--- src/rtl/spi_adc_sampler.sv ---
// SPI master for a multi-channel serial ADC (CPOL=0, MSB-first) with round-robin
// channel sequencing, single-shot/continuous framing and a valid/ready result port.
module spi_adc_sampler #(
  parameter int unsigned DATA_W     = 12,
  parameter int unsigned FRAME_BITS = 16,
  parameter int unsigned LEAD_BITS  = 4,
  parameter int unsigned NUM_CH     = 8,
  parameter int unsigned ADDR_POS   = 2,
  parameter int unsigned HALF       = 1,
  parameter int unsigned QUIET      = 2,
  localparam int unsigned CH_W      = (NUM_CH > 1) ? $clog2(NUM_CH) : 1
) (
  input  logic              clk,
  input  logic              rst,
  input  logic              start,
  input  logic              cont,
  input  logic [NUM_CH-1:0] ch_mask,
  input  logic              clr_ovr,
  input  logic              SDO,
  output logic              CS,
  output logic              SCK,
  output logic              MOSI,
  output logic [DATA_W-1:0] sample,
  output logic [CH_W-1:0]   sample_ch,
  output logic              sample_valid,
  input  logic              sample_ready,
  output logic              overrun,
  output logic              busy
);

  localparam int unsigned KW = (FRAME_BITS > 1) ? $clog2(FRAME_BITS) : 1;
  localparam int unsigned HW = (HALF > 1) ? $clog2(HALF) : 1;
  localparam int unsigned QW = (QUIET > 1) ? $clog2(QUIET) : 1;
  localparam logic [KW-1:0] LAST_BIT   = KW'(FRAME_BITS - 1);
  localparam logic [HW-1:0] HALF_LAST  = HW'(HALF - 1);
  localparam logic [QW-1:0] QUIET_LAST = QW'(QUIET - 1);

  typedef enum logic [1:0] {IDLE, SHIFT, HOLD} state_t;

  state_t            state, state_n;
  logic [KW-1:0]     bit_cnt;
  logic [HW-1:0]     half_cnt;
  logic [QW-1:0]     quiet_cnt;
  logic [CH_W-1:0]   ptr, prev_addr;
  logic [CH_W-1:0]   next_ch, cand;
  logic              found;
  logic [DATA_W-1:0] shreg;
  logic              frame_go, sck_rise, sck_fall, frame_end;

  function automatic logic addr_bit(input int unsigned k, input logic [CH_W-1:0] a);
    logic [CH_W-1:0] sh;
    sh = '0;
    if (k >= ADDR_POS && k < ADDR_POS + CH_W) sh = a << (k - ADDR_POS);
    return sh[CH_W-1];
  endfunction

  // First enabled channel strictly after the last one sent, wrapping; empty mask -> 0.
  always_comb begin
    next_ch = '0;
    cand    = '0;
    found   = 1'b0;
    for (int unsigned i = 1; i <= NUM_CH; i++) begin
      cand = CH_W'((32'(ptr) + i) % NUM_CH);
      if (!found && ch_mask[cand]) begin
        next_ch = cand;
        found   = 1'b1;
      end
    end
  end

  always_ff @(posedge clk or posedge rst) begin
    if (rst) begin
      state <= IDLE;
      busy  <= 1'b0;
    end else begin
      state <= state_n;
      busy  <= (state_n != IDLE);
    end
  end

  always_comb begin
    state_n   = state;
    frame_go  = 1'b0;
    sck_rise  = 1'b0;
    sck_fall  = 1'b0;
    frame_end = 1'b0;
    case (state)
      IDLE: begin
        if (start || cont) begin
          frame_go = 1'b1;
          state_n  = SHIFT;
        end
      end
      SHIFT: begin
        if (half_cnt == HALF_LAST) begin
          if (!SCK) sck_rise = 1'b1;
          else begin
            sck_fall = 1'b1;
            if (bit_cnt == LAST_BIT) begin
              frame_end = 1'b1;
              state_n   = HOLD;
            end
          end
        end
      end
      HOLD: begin
        if (quiet_cnt == QUIET_LAST) begin
          if (cont) begin
            frame_go = 1'b1;
            state_n  = SHIFT;
          end else begin
            state_n = IDLE;
          end
        end
      end
      default: state_n = IDLE;
    endcase
  end

  always_ff @(posedge clk or posedge rst) begin
    if (rst) begin
      CS           <= 1'b1;
      SCK          <= 1'b0;
      MOSI         <= 1'b0;
      bit_cnt      <= '0;
      half_cnt     <= '0;
      quiet_cnt    <= '0;
      ptr          <= '0;
      prev_addr    <= '0;
      shreg        <= '0;
      sample       <= '0;
      sample_ch    <= '0;
      sample_valid <= 1'b0;
      overrun      <= 1'b0;
    end else begin
      if (frame_go) begin
        CS        <= 1'b0;
        SCK       <= 1'b0;
        MOSI      <= addr_bit(0, next_ch);
        bit_cnt   <= '0;
        half_cnt  <= '0;
        quiet_cnt <= '0;
        ptr       <= next_ch;
      end else if (state == SHIFT) begin
        half_cnt <= (half_cnt == HALF_LAST) ? '0 : half_cnt + 1'b1;
        if (sck_rise) begin
          SCK <= 1'b1;
          if (32'(bit_cnt) >= LEAD_BITS && 32'(bit_cnt) < LEAD_BITS + DATA_W)
            shreg <= {shreg[DATA_W-2:0], SDO};
        end
        if (sck_fall) begin
          SCK <= 1'b0;
          if (frame_end) begin
            CS        <= 1'b1;
            MOSI      <= 1'b0;
            quiet_cnt <= '0;
          end else begin
            bit_cnt <= bit_cnt + 1'b1;
            MOSI    <= addr_bit(32'(bit_cnt) + 1, ptr);
          end
        end
      end else if (state == HOLD) begin
        quiet_cnt <= quiet_cnt + 1'b1;
      end

      // ADC answers one frame late, so the reported channel is the previous address.
      if (frame_end) begin
        sample       <= shreg;
        sample_ch    <= prev_addr;
        prev_addr    <= ptr;
        sample_valid <= 1'b1;
      end else if (sample_ready) begin
        sample_valid <= 1'b0;
      end

      if (frame_end && sample_valid && !sample_ready) overrun <= 1'b1;
      else if (clr_ovr)                               overrun <= 1'b0;
    end
  end

endmodule

--- config.mk ---
export PLATFORM = sky130hd
export DESIGN_NAME = spi_adc_sampler
export DESIGN_NICKNAME = d
export VERILOG_FILES = /design/src/rtl/spi_adc_sampler.sv
export SDC_FILE = /design/constraint.sdc
export NUM_CORES = 1
export LEC_CHECK = 0
export BUFFER_PORTS_ARGS = -buffer_cell sky130_fd_sc_hd__buf_2
export CAP_MARGIN = 20
export CORE_MARGIN = 2
export CORE_UTILIZATION = 53
export DETAILED_ROUTE_END_ITERATION = 8
export GPL_ROUTABILITY_DRIVEN = 0
export HOLD_SLACK_MARGIN = 0.05
export PLACE_DENSITY_LB_ADDON = 0.12
export SLEW_MARGIN = 25
export SYNTH_ARGS = -nofsm -noshare
export SYNTH_HDL_FRONTEND = slang
export SYNTH_SLANG_ARGS = --single-unit
--- constraint.sdc ---
create_clock -name clk -period 3.1 [get_ports clk]
set_input_delay 0.31 -clock clk [delete_from_list [all_inputs] [get_ports clk]]
set_output_delay 0.31 -clock clk [all_outputs]
set_load 0.01 [all_outputs]
==> reports/metrics.csv, run 1 <==
stage,metric,value,unit
synthesis,ys_seq_area_share,39.6,%
critical_path,cp_max_fo,11,
final_layout,final_common_cell,nand2_1,
timing,setup_slack,0.273,ns
clocking,cts_buffers,5,
floorplan,dieArea,0.00609,mm^2
power,p_seq_share,27.3,%
final_layout,layout_common_cells,"nand2_1, dfrtp_1, buf_2",
drt,wl,5830,um
timing,min_period,2.83,ns
timing,fin_setup_tns,0,ns
global_route,overflow,0,
critical_path,arrival,3.01,ns
synthesis,syn_nets,293,
timing,rsz0062_at_grt,false,
clocking,cts_max_path_buffers,2,
power,p_leak,1.53,nW
synthesis,synth_seq_cells,46,
synthesis,synth_top_area_share,38.7,%
drt,wl_met2,2710,um
global_route,grt_pass1_vias,2098,
final_layout,drive_gt1_share,31.7,%
drt,top_layer_used,met4,
critical_path,end_kind,register,
clocking,clk_pin_slew,0.09,ns
floorplan,std_cell_rows,26,
synthesis,syn_area_per_cell,10.7,um^2
clocking,clk_latency,0.30,ns
power,switchingPower,0.00154,W
synthesis,synth_ff_type,dfrtp_1,
global_route,antenna_found_initial,0,
global_route,grt_pass1_wl,10000,um
synthesis,async_flop_share,100,%
power,ir_drop,0.000668,V
clocking,cts_resized,0,
critical_path,rrSetupSlack,0.27,ns
critical_path,worst-endpoint-required,3.28,ns
floorplan,start_util,55.9,%
timing,setup_viol,0,
drt,wl_met3,305,um
final_layout,diodes,0,
critical_path,worstSetupStartpointType,register,
floorplan,core_area,0.00520,mm^2
final_layout,stdcell_count,385,
hold_path,hp-class,primary input to async pin,
timing,finalMaxSlewViolations,0,
final_layout,syn_to_final_growth,13.5,%
floorplan,fp.dieW,78.1,um
floorplan,die_y,78.1,um
final_layout,regArea,0.00115,mm^2
place,io_buffer_count,35,
critical_path,r2r_cells,9,
power,swShare,42.6,%
timing,hold_ws,0.120,ns
timing,worstMarginPinSlew,0.778,ns
floorplan,ioPinCount,36,
synthesis,synth_area_leaders,"dfrtp_1, mux4_2, nand2_1",
global_route,grtUsageTotal,20.6,%
drt,wl_met1,2690,um
clocking,clock-sinks,46,
drt,drc,0,
clocking,cts_setup_buffers,0,
timing,max_freq,0.354,GHz
power,p_int,0.00207,W
drt,drtIter0Drc,111,
synthesis,synthesis.area,0.00291,mm^2
synthesis,synth_area_leader_cell,dfrtp_1,
drt,viasPerCell,5.73,
place,place_hpwl,4100,um
critical_path,crit_type,register to register,
timing,min_period_over_period,91.2,%
final_layout,fin_nets,334,
power,pwr-share-clk,10.3,%
timing,hold_viol,0,
status,run_status,completed,
power,pwr-share-comb,62.4,%
clocking,cts_hold_buffers,0,
drt,ant_nets,0,
drt,dr.pass1.iters,4,
timing,skew,0.00887,ns
clocking,cts-root-buf,clkbuf_8,
critical_path,r2r-end,ptr[0]$_DFFE_PP0P_,
final_layout,fill_cells,451,
critical_path,r2r-start,ptr[0]$_DFFE_PP0P_,
clocking,cts.htree.levels,2,
global_route,grt_max_degree,47,
timing,max_slew_margin,48.1,%
run,drv_cap,0,
final_layout,multiInputGateArea,0.00166,mm^2
power,p_per_area,1090,mW/mm^2
drt,wl_per_cell,15.2,um
drt,route.vias.total,2207,
place,post-place-cells,377,
synthesis,syn_inst,273,
synthesis,yosys_warnings,0,
clocking,cts_tree,done,
place,dp_slack,0.158,ns
synthesis,synth_edf_count,0,
synthesis,yosys.cell_types.count,47,
## area by class of cell
cell class	count	area share (%)
sequential	46	34.9
timing repair buffer	48	8.27
inverter	8	0.986
clock buffer	5	2.09
multi-input combinational	205	50.4
clock inverter	3	0.721
tap	70	2.65
## critical path, stage by stage, from the launching register on
cell,delay (ns)
dfrtp_1,0.37
clkinv_2,0.06
ha_2,0.48
buf_4,0.20
mux4_2,0.37
mux2i_4,0.27
nand3_4,0.14
o41ai_4,0.38
a211oi_1,0.10
mux2_1,0.32
## synth_stat cells (2+ instances only)
| cell | number |
|---|---|
| a21oi_1 | 10 |
| nor2_1 | 21 |
| a211oi_1 | 2 |
| a221oi_1 | 3 |
| nand3_1 | 5 |
| and2_1 | 2 |
| mux4_1 | 3 |
| mux2_2 | 16 |
| buf_2 | 5 |
| nor2b_1 | 2 |
| nor3_1 | 7 |
| a32oi_1 | 2 |
| or2_2 | 2 |
| o21ai_0 | 9 |
| mux2i_4 | 3 |
| nor4b_1 | 3 |
| inv_1 | 7 |
| mux2i_1 | 8 |
| o22ai_1 | 2 |
| mux4_2 | 15 |
| xnor2_1 | 3 |
| ha_1 | 5 |
| dfrtp_1 | 45 |
| clkbuf_1 | 7 |
| nand2_1 | 57 |
| nand2b_1 | 3 |
| xor2_1 | 4 |
| or3_1 | 3 |
## how the worst max path moves through the flow
| stage | startpoint | to | slack (ns) | cells after the start |
|---|---|---|---|---|
| 2_1_floorplan | ptr[0]$_DFFE_PP0P_ | ptr[0]$_DFFE_PP0P_ | 0.05 | 11 |
| 3_3_place_gp | ptr[0]$_DFFE_PP0P_ | ptr[0]$_DFFE_PP0P_ | 0.20 | 9 |
| 3_5_place_dp | ptr[0]$_DFFE_PP0P_ | ptr[0]$_DFFE_PP0P_ | 0.16 | 9 |
| 4_1_cts | ptr[0]$_DFFE_PP0P_ | ptr[0]$_DFFE_PP0P_ | 0.15 | 9 |
| 5_1_grt | ptr[1]$_DFFE_PP0P_ | ptr[0]$_DFFE_PP0P_ | 0.14 | 9 |
| 6_report | ptr[0]$_DFFE_PP0P_ | ptr[0]$_DFFE_PP0P_ | 0.27 | 9 |
## logic make-up after synthesis
kind of cell | share of synthesized area (%)
adders and majority gates | 2.15
AOI/OAI and AO/OA | 10.2
and+or+nand+nor | 16.7
xor gates and xnor gates | 2.11
muxes | 26.0
DFF | 39.6
buffers and inverters | 3.31
## through the flow
step	power [W]	cell area, um^2	util (%)
3_5_place_dp	0.00322	3200	61.5
4_1_cts	0.00361	3300	63.3
3_3_place_gp	0.00320	3200	61.5
5_1_grt	0.00389	3300	63.4
6_report	0.00360	3300	63.4
2_1_floorplan	0.00276	2910	-
## power by group through the flow
stage	Clock (W)	Sequential, W	Combinational (W)
floorplan	0	0.000979	0.00178
global placement	0	0.000991	0.00221
detailed placement	0	0.000999	0.00223
CTS	0.000385	0.000986	0.00224
global route	0.000413	0.00102	0.00246
finish	0.000372	0.000984	0.00225
## state kept, by name (all words and copies together), names as in the netlist
signal,count
sample_ch,3
sample,12
overrun,1
quiet_cnt,1
prev_addr,3
bit_cnt,4
CS,1
sample_valid,1
ptr,3
MOSI,1
busy,1
shreg,12
state,2
SCK,1
## per-layer routing
layer,vias up,global-route usage (%)
met5,-,0
met4,0,8.25
met3,9,2.87
met2,74,31.5
met1,1054,30.0
li1,1070,-
No activity file was read; power rests on OpenSTA's default activity.
==> run 2, diff against run 1 <==
--- a/config.mk
+++ b/config.mk
@@ -10,3 +10,3 @@
 export CORE_MARGIN = 2
-export CORE_UTILIZATION = 53
+export CORE_UTILIZATION = 58
 export DETAILED_ROUTE_END_ITERATION = 8
==> constraint.sdc (replaced) <==
create_clock -name clk -period 3.2 [get_ports clk]
set_input_delay 0.96 -clock clk [delete_from_list [all_inputs] [get_ports clk]]
set_output_delay 0.96 -clock clk [all_outputs]
set_load 0.01 [all_outputs]
==> run 2 against run 1 <==
Effect of this change: register-to-register slack better by 0.02 ns; non-clock buffer count down 1; sequential power down 2.0%; total power down 2.5%; worst setup slack better by 0.016 ns; global-route usage up 2.7 points; clock skew down 0.0034 ns; fmax down 2.9%; routed wire length up 0.96%; hold slack better by 0.36 ns; critical endpoint unchanged.
==> reports/metrics.csv, run 2 (same netlist as run 1, synthesis figures left out) <==
stage,metric,value,unit
critical_path,rrSetupSlack,0.29,ns
floorplan,die_y,74.8,um
power,p_int,0.00201,W
final_layout,fin_area,0.00328,mm^2
final_layout,fin_nets,333,
critical_path,r2r_cells,9,
clocking,clk_latency,0.29,ns
global_route,overflow,0,
clocking,cts_setup_buffers,0,
drt,viasPerCell,5.82,
critical_path,r2r-end,ptr[0]$_DFFE_PP0P_,
hold_path,whs_path_depth,2,
clocking,clk_pin_slew,0.08,ns
drt,route.vias.total,2216,
drt,drtIter0Drc,112,
timing,min_period,2.91,ns
drt,drc,0,
critical_path,worstSetupStartpointType,register,
drt,dr.pass1.iters,4,
critical_path,crit_type,register to register,
global_route,grt_pass1_vias,2050,
power,p_per_area,1070,mW/mm^2
place,place_hpwl,4240,um
power,pwr-share-clk,9.7,%
clocking,cts_max_path_buffers,2,
timing,worstMarginPinSlew,0.775,ns
status,run_status,completed,
clocking,cts_buffers,5,
power,switchingPower,0.00150,W
power,ir_drop,0.00111,V
critical_path,worst-endpoint-required,3.38,ns
place,dpl_cell_area,0.00319,mm^2
power,p_seq_share,27.4,%
timing,rsz0062_at_grt,false,
timing,fin_setup_tns,0,ns
floorplan,ioPinCount,36,
floorplan,std_cell_rows,25,
critical_path,r2r-start,ptr[0]$_DFFE_PP0P_,
critical_path,cp_max_fo,12,
critical_path,arrival,3.10,ns
power,swShare,42.7,%
timing,max_slew_margin,48.2,%
drt,wl_per_cell,15.5,um
clocking,cts_tree,done,
floorplan,fp.dieW,74.8,um
clocking,cts_hold_buffers,0,
final_layout,reg_top3,"sample (12), shreg (12), bit_cnt (4)",
floorplan,core_area,0.00479,mm^2
final_layout,final_common_cell,nand2_1,
timing,skew,0.00551,ns
final_layout,diodes,0,
clocking,cts.htree.levels,2,
final_layout,drive_gt1_share,30.9,%
final_layout,layout_common_cells,"nand2_1, dfrtp_1, buf_2",
final_layout,syn_to_final_growth,12.8,%
timing,finalMaxSlewViolations,0,
floorplan,start_util,60.8,%
run,drv_cap,0,
timing,min_period_over_period,91.0,%
final_layout,fill_cells,393,
power,p_leak,1.53,nW
hold_path,holdPathEnd,sample[10]$_DFFE_PP0P_,
global_route,grt_pass1_wl,9740,um
floorplan,dieArea,0.00560,mm^2
clocking,clock-sinks,46,
clocking,cts-root-buf,clkbuf_8,
global_route,grtUsageTotal,23.3,%
hold_path,hp-class,register to register,
global_route,grt_max_degree,47,
power,pwr-share-comb,62.9,%
timing,max_freq,0.344,GHz
critical_path,end_kind,register,
timing,hold_viol,0,
global_route,antenna_found_initial,0,
drt,wl,5890,um
hold_path,min_from,sample[10]$_DFFE_PP0P_,
timing,setup_viol,0,
place,io_buffer_count,35,
drt,ant_nets,0,
-- run 2: cell count changes in the layout (fill, tap and decap cells not counted) --
cell        before  now
buf_4           13   12
clkbuf_1         0    1
clkinvlp_4       2    0
clkinv_4         0    1
inv_6            1    0
clkinv_1         0    1
-- run 2: per-layer routing --
layer	vias to the layer above	share of wire (%)	GRT usage [%]
met5	-	0	0
met4	0	1.8	9.52
met3	9	4.2	4.15
met2	64	48	36.8
met1	1076	46	32.3
li1	1067	-	-
-- run 2: worst max-delay path, stage by stage (launching register included) --
cell      delay [ns]
dfrtp_1         0.38
clkinv_1        0.09
ha_2            0.53
buf_4           0.18
mux4_2          0.38
mux2i_4         0.27
nand3_4         0.15
o41ai_4         0.38
a211oi_1        0.10
mux2_1          0.33
-- run 2: stage by stage --
step / std cells / setup WS (ns) / hold WS (ns) / power (W) / util [%]
finish: 381 / 0.289 / 0.475 / 0.00352 / 68.5
global route: 381 / 0.140 / 0.500 / 0.00378 / 68.5
CTS: 381 / 0.154 / 0.484 / 0.00351 / 68.5
detailed placement: 373 / 0.142 / 0.462 / 0.00316 / 66.7
global placement: 373 / 0.175 / 0.451 / 0.00312 / 66.7
floorplan: 273 / 0.0431 / 0.435 / 0.00266 / -
-- run 2: how the worst max path moves through the flow --
stage	start	endpoint
5_1_grt	ptr[0]$_DFFE_PP0P_	ptr[0]$_DFFE_PP0P_
4_1_cts	ptr[0]$_DFFE_PP0P_	ptr[0]$_DFFE_PP0P_
3_3_place_gp	ch_mask[3]	ptr[0]$_DFFE_PP0P_
6_report	ptr[0]$_DFFE_PP0P_	ptr[0]$_DFFE_PP0P_
2_1_floorplan	ptr[0]$_DFFE_PP0P_	ptr[0]$_DFFE_PP0P_
3_5_place_dp	ch_mask[3]	ptr[1]$_DFFE_PP0P_
-- run 2: layout make-up --
type                            count  area [um^2]  area share, %
Tap cell                           67         83.8           2.56
Clock inverter                      2         13.8          0.420
Timing Repair Buffer               47          265           8.09
Inverter                            8         31.3          0.953
Multi-Input combinational cell    205         1660           50.6
Sequential cell                    46         1150           35.1
Clock buffer                        6         72.6           2.21
-- run 2: power by group through the flow --
stage,Combinational (W),Sequential (W),Clock [W]
3_3_place_gp,0.00215,0.000967,0
5_1_grt,0.00240,0.000998,0.000378
6_report,0.00221,0.000964,0.000342
4_1_cts,0.00219,0.000964,0.000358
2_1_floorplan,0.00172,0.000948,0
3_5_place_dp,0.00218,0.000976,0
-- run 2: what timing repair did --
action | CTS | global route
hold endpoints to repair | 0 | 0
resized for setup | 0 | 1
endpoints found under the setup margin | 0 | 2
==> run 3, diff against run 2 <==
--- a/config.mk
+++ b/config.mk
@@ -12,3 +12,3 @@
 export DETAILED_ROUTE_END_ITERATION = 8
-export GPL_ROUTABILITY_DRIVEN = 0
+export GPL_ROUTABILITY_DRIVEN = 1
 export HOLD_SLACK_MARGIN = 0.05
--- a/constraint.sdc
+++ b/constraint.sdc
@@ -3,2 +3,2 @@
 set_output_delay 0.96 -clock clk [all_outputs]
-set_load 0.01 [all_outputs]
+set_load 0.02 [all_outputs]
==> run 3 against run 2 <==
Effect of this change: register-to-register slack about the same; combinational power up 3%; routed wire length down 0.54%; clock power up 3%; sequential power about the same; cell area up 0.34%; sequential share of layout area down 0.12 points; fmax up 0.11%; core utilization up 0.24 points.
==> reports/metrics.csv, run 3 (same netlist as run 1, synthesis figures left out) <==
stage,metric,value,unit
global_route,grt_pass1_vias,2075,
place,dpl_cell_area,0.00320,mm^2
clocking,cts_max_path_buffers,2,
drt,route.vias.total,2214,
place,place_congestion,0.964,
clocking,clk_latency,0.30,ns
floorplan,start_util,60.8,%
critical_path,path_cells,"clkinv_1, ha_2, mux4_2, mux2i_1, a22oi_4, or3_1, a221oi_1, mux2_1",
floorplan,ioPinCount,36,
timing,min_period,2.91,ns
critical_path,rrSetupSlack,0.29,ns
global_route,antenna_found_initial,0,
final_layout,fin_nets,334,
critical_path,cp_max_fo,12,
drt,dr.pass1.iters,4,
clocking,clock-sinks,46,
floorplan,dieArea,0.00560,mm^2
timing,min_period_over_period,90.9,%
critical_path,arrival,3.14,ns
final_layout,fin_area,0.00329,mm^2
status,run_status,completed,
clocking,cts_resized,0,
drt,drtIter0Drc,218,
timing,max_freq,0.344,GHz
global_route,grt_pass1_wl,9870,um
hold_path,whs_path_depth,2,
critical_path,worst-endpoint-required,3.44,ns
clocking,cts_tree,done,
timing,setup_viol,0,
power,ir_drop,0.000754,V
run,drv_cap,0,
critical_path,cp_slowest_cell,mux4_2,
timing,finalMaxSlewViolations,0,
floorplan,die_y,74.8,um
drt,wl_per_cell,15.3,um
final_layout,final_common_cell,nand2_1,
critical_path,worstSetupStartpointType,register,
power,p_leak,1.54,nW
final_layout,diodes,0,
critical_path,r2r_cells,8,
floorplan,std_cell_rows,25,
clocking,cts_setup_buffers,0,
final_layout,syn_to_final_growth,13.2,%
clocking,cts_hold_buffers,0,
final_layout,reg_top3,"sample (12), shreg (12), bit_cnt (4)",
critical_path,crit_type,register to register,
place,io_buffer_count,35,
hold_path,hp-class,register to register,
critical_path,r2r-start,ptr[0]$_DFFE_PP0P_,
final_layout,drive_gt1_share,31.4,%
timing,rsz0062_at_grt,false,
place,place_hpwl,4300,um
drt,viasPerCell,5.80,
timing,worstMarginPinSlew,0.757,ns
timing,hold_viol,0,
global_route,overflow,0,
floorplan,core_area,0.00479,mm^2
clocking,clk_pin_slew,0.08,ns
drt,wl,5860,um
critical_path,end_kind,register,
power,p_per_area,1090,mW/mm^2
timing,skew,0.00872,ns
critical_path,slowest_delay,0.55,ns
global_route,grtUsageTotal,23.4,%
final_layout,layout_common_cells,"nand2_1, dfrtp_1, buf_2",
global_route,grt_max_degree,47,
clocking,cts_buffers,5,
drt,drc,0,
timing,fin_setup_tns,0,ns
critical_path,r2r-end,ptr[0]$_DFFE_PP0P_,
drt,ant_nets,0,
clocking,cts-root-buf,clkbuf_8,
hold_path,holdPathEnd,sample_ch[2]$_DFFE_PP0P_,
clocking,cts.htree.levels,2,
timing,max_slew_margin,49.5,%
final_layout,utilization,68.8,%
floorplan,fp.dieW,74.8,um
power,power.total,0.00358,W
hold_path,min_from,prev_addr[2]$_DFFE_PP0P_,
==> run 3: changes by cell type in the layout (fill, tap and decap cells not counted) <==
cell	before	now
buf_4	12	13
clkbuf_1	1	0
clkinvlp_4	0	1
==> run 3: final cells by class <==
class                      count  area (um^2)
timing repair buffer          48          273
clock inverter                 3         21.3
sequential                    46         1150
multi-input combinational    205         1660
inverter                       8         31.3
clock buffer                   5         68.8
tap                           67         83.8
fill                         384         1490
==> run 3: critical path: cells and delay by family, from the launching register on <==
| family | cells | cell delay [ns] |
|---|---|---|
| simple gates | 1 | 0.39 |
| mux | 3 | 1.02 |
| compound gates | 2 | 0.45 |
| flops | 1 | 0.36 |
| buf+inv | 1 | 0.09 |
| fa+ha+maj | 1 | 0.53 |
==> run 3: worst max path at each step <==
stage                        from            endpoint  slack [ns]
2_1_floorplan  ptr[0]$_DFFE_PP0P_  ptr[0]$_DFFE_PP0P_        0.04
3_3_place_gp           ch_mask[7]  ptr[2]$_DFFE_PP0P_        0.17
3_5_place_dp           ch_mask[3]  ptr[0]$_DFFE_PP0P_        0.10
4_1_cts        ptr[0]$_DFFE_PP0P_  ptr[0]$_DFFE_PP0P_        0.13
5_1_grt        ptr[0]$_DFFE_PP0P_  ptr[0]$_DFFE_PP0P_        0.14
6_report       ptr[0]$_DFFE_PP0P_  ptr[0]$_DFFE_PP0P_        0.29
==> run 3: stage by stage <==
step	hold WS (ns)	worst slack, ns	std cells
6_report	0.468	0.292	382
5_1_grt	0.492	0.136	382
4_1_cts	0.468	0.126	382
3_5_place_dp	0.447	0.104	374
3_3_place_gp	0.447	0.170	374
2_1_floorplan	0.435	0.0431	273
==> run 3: power breakdown <==
group / switching (W) / internal, W
Combinational: 0.00119 / 0.00108
Clock: 0.000197 / 0.000153
Sequential: 0.000177 / 0.000785
Total: 0.00156 / 0.00202
==> run 3: metal layers <==
metal,vias to the layer above,track usage (%),routed length (um),share of wire (%)
met5,-,0,0,0
met4,0,9.72,121,2.1
met3,10,4.95,338,5.8
met2,78,35.2,2760,47
met1,1055,33.3,2640,45
li1,1071,-,-,-
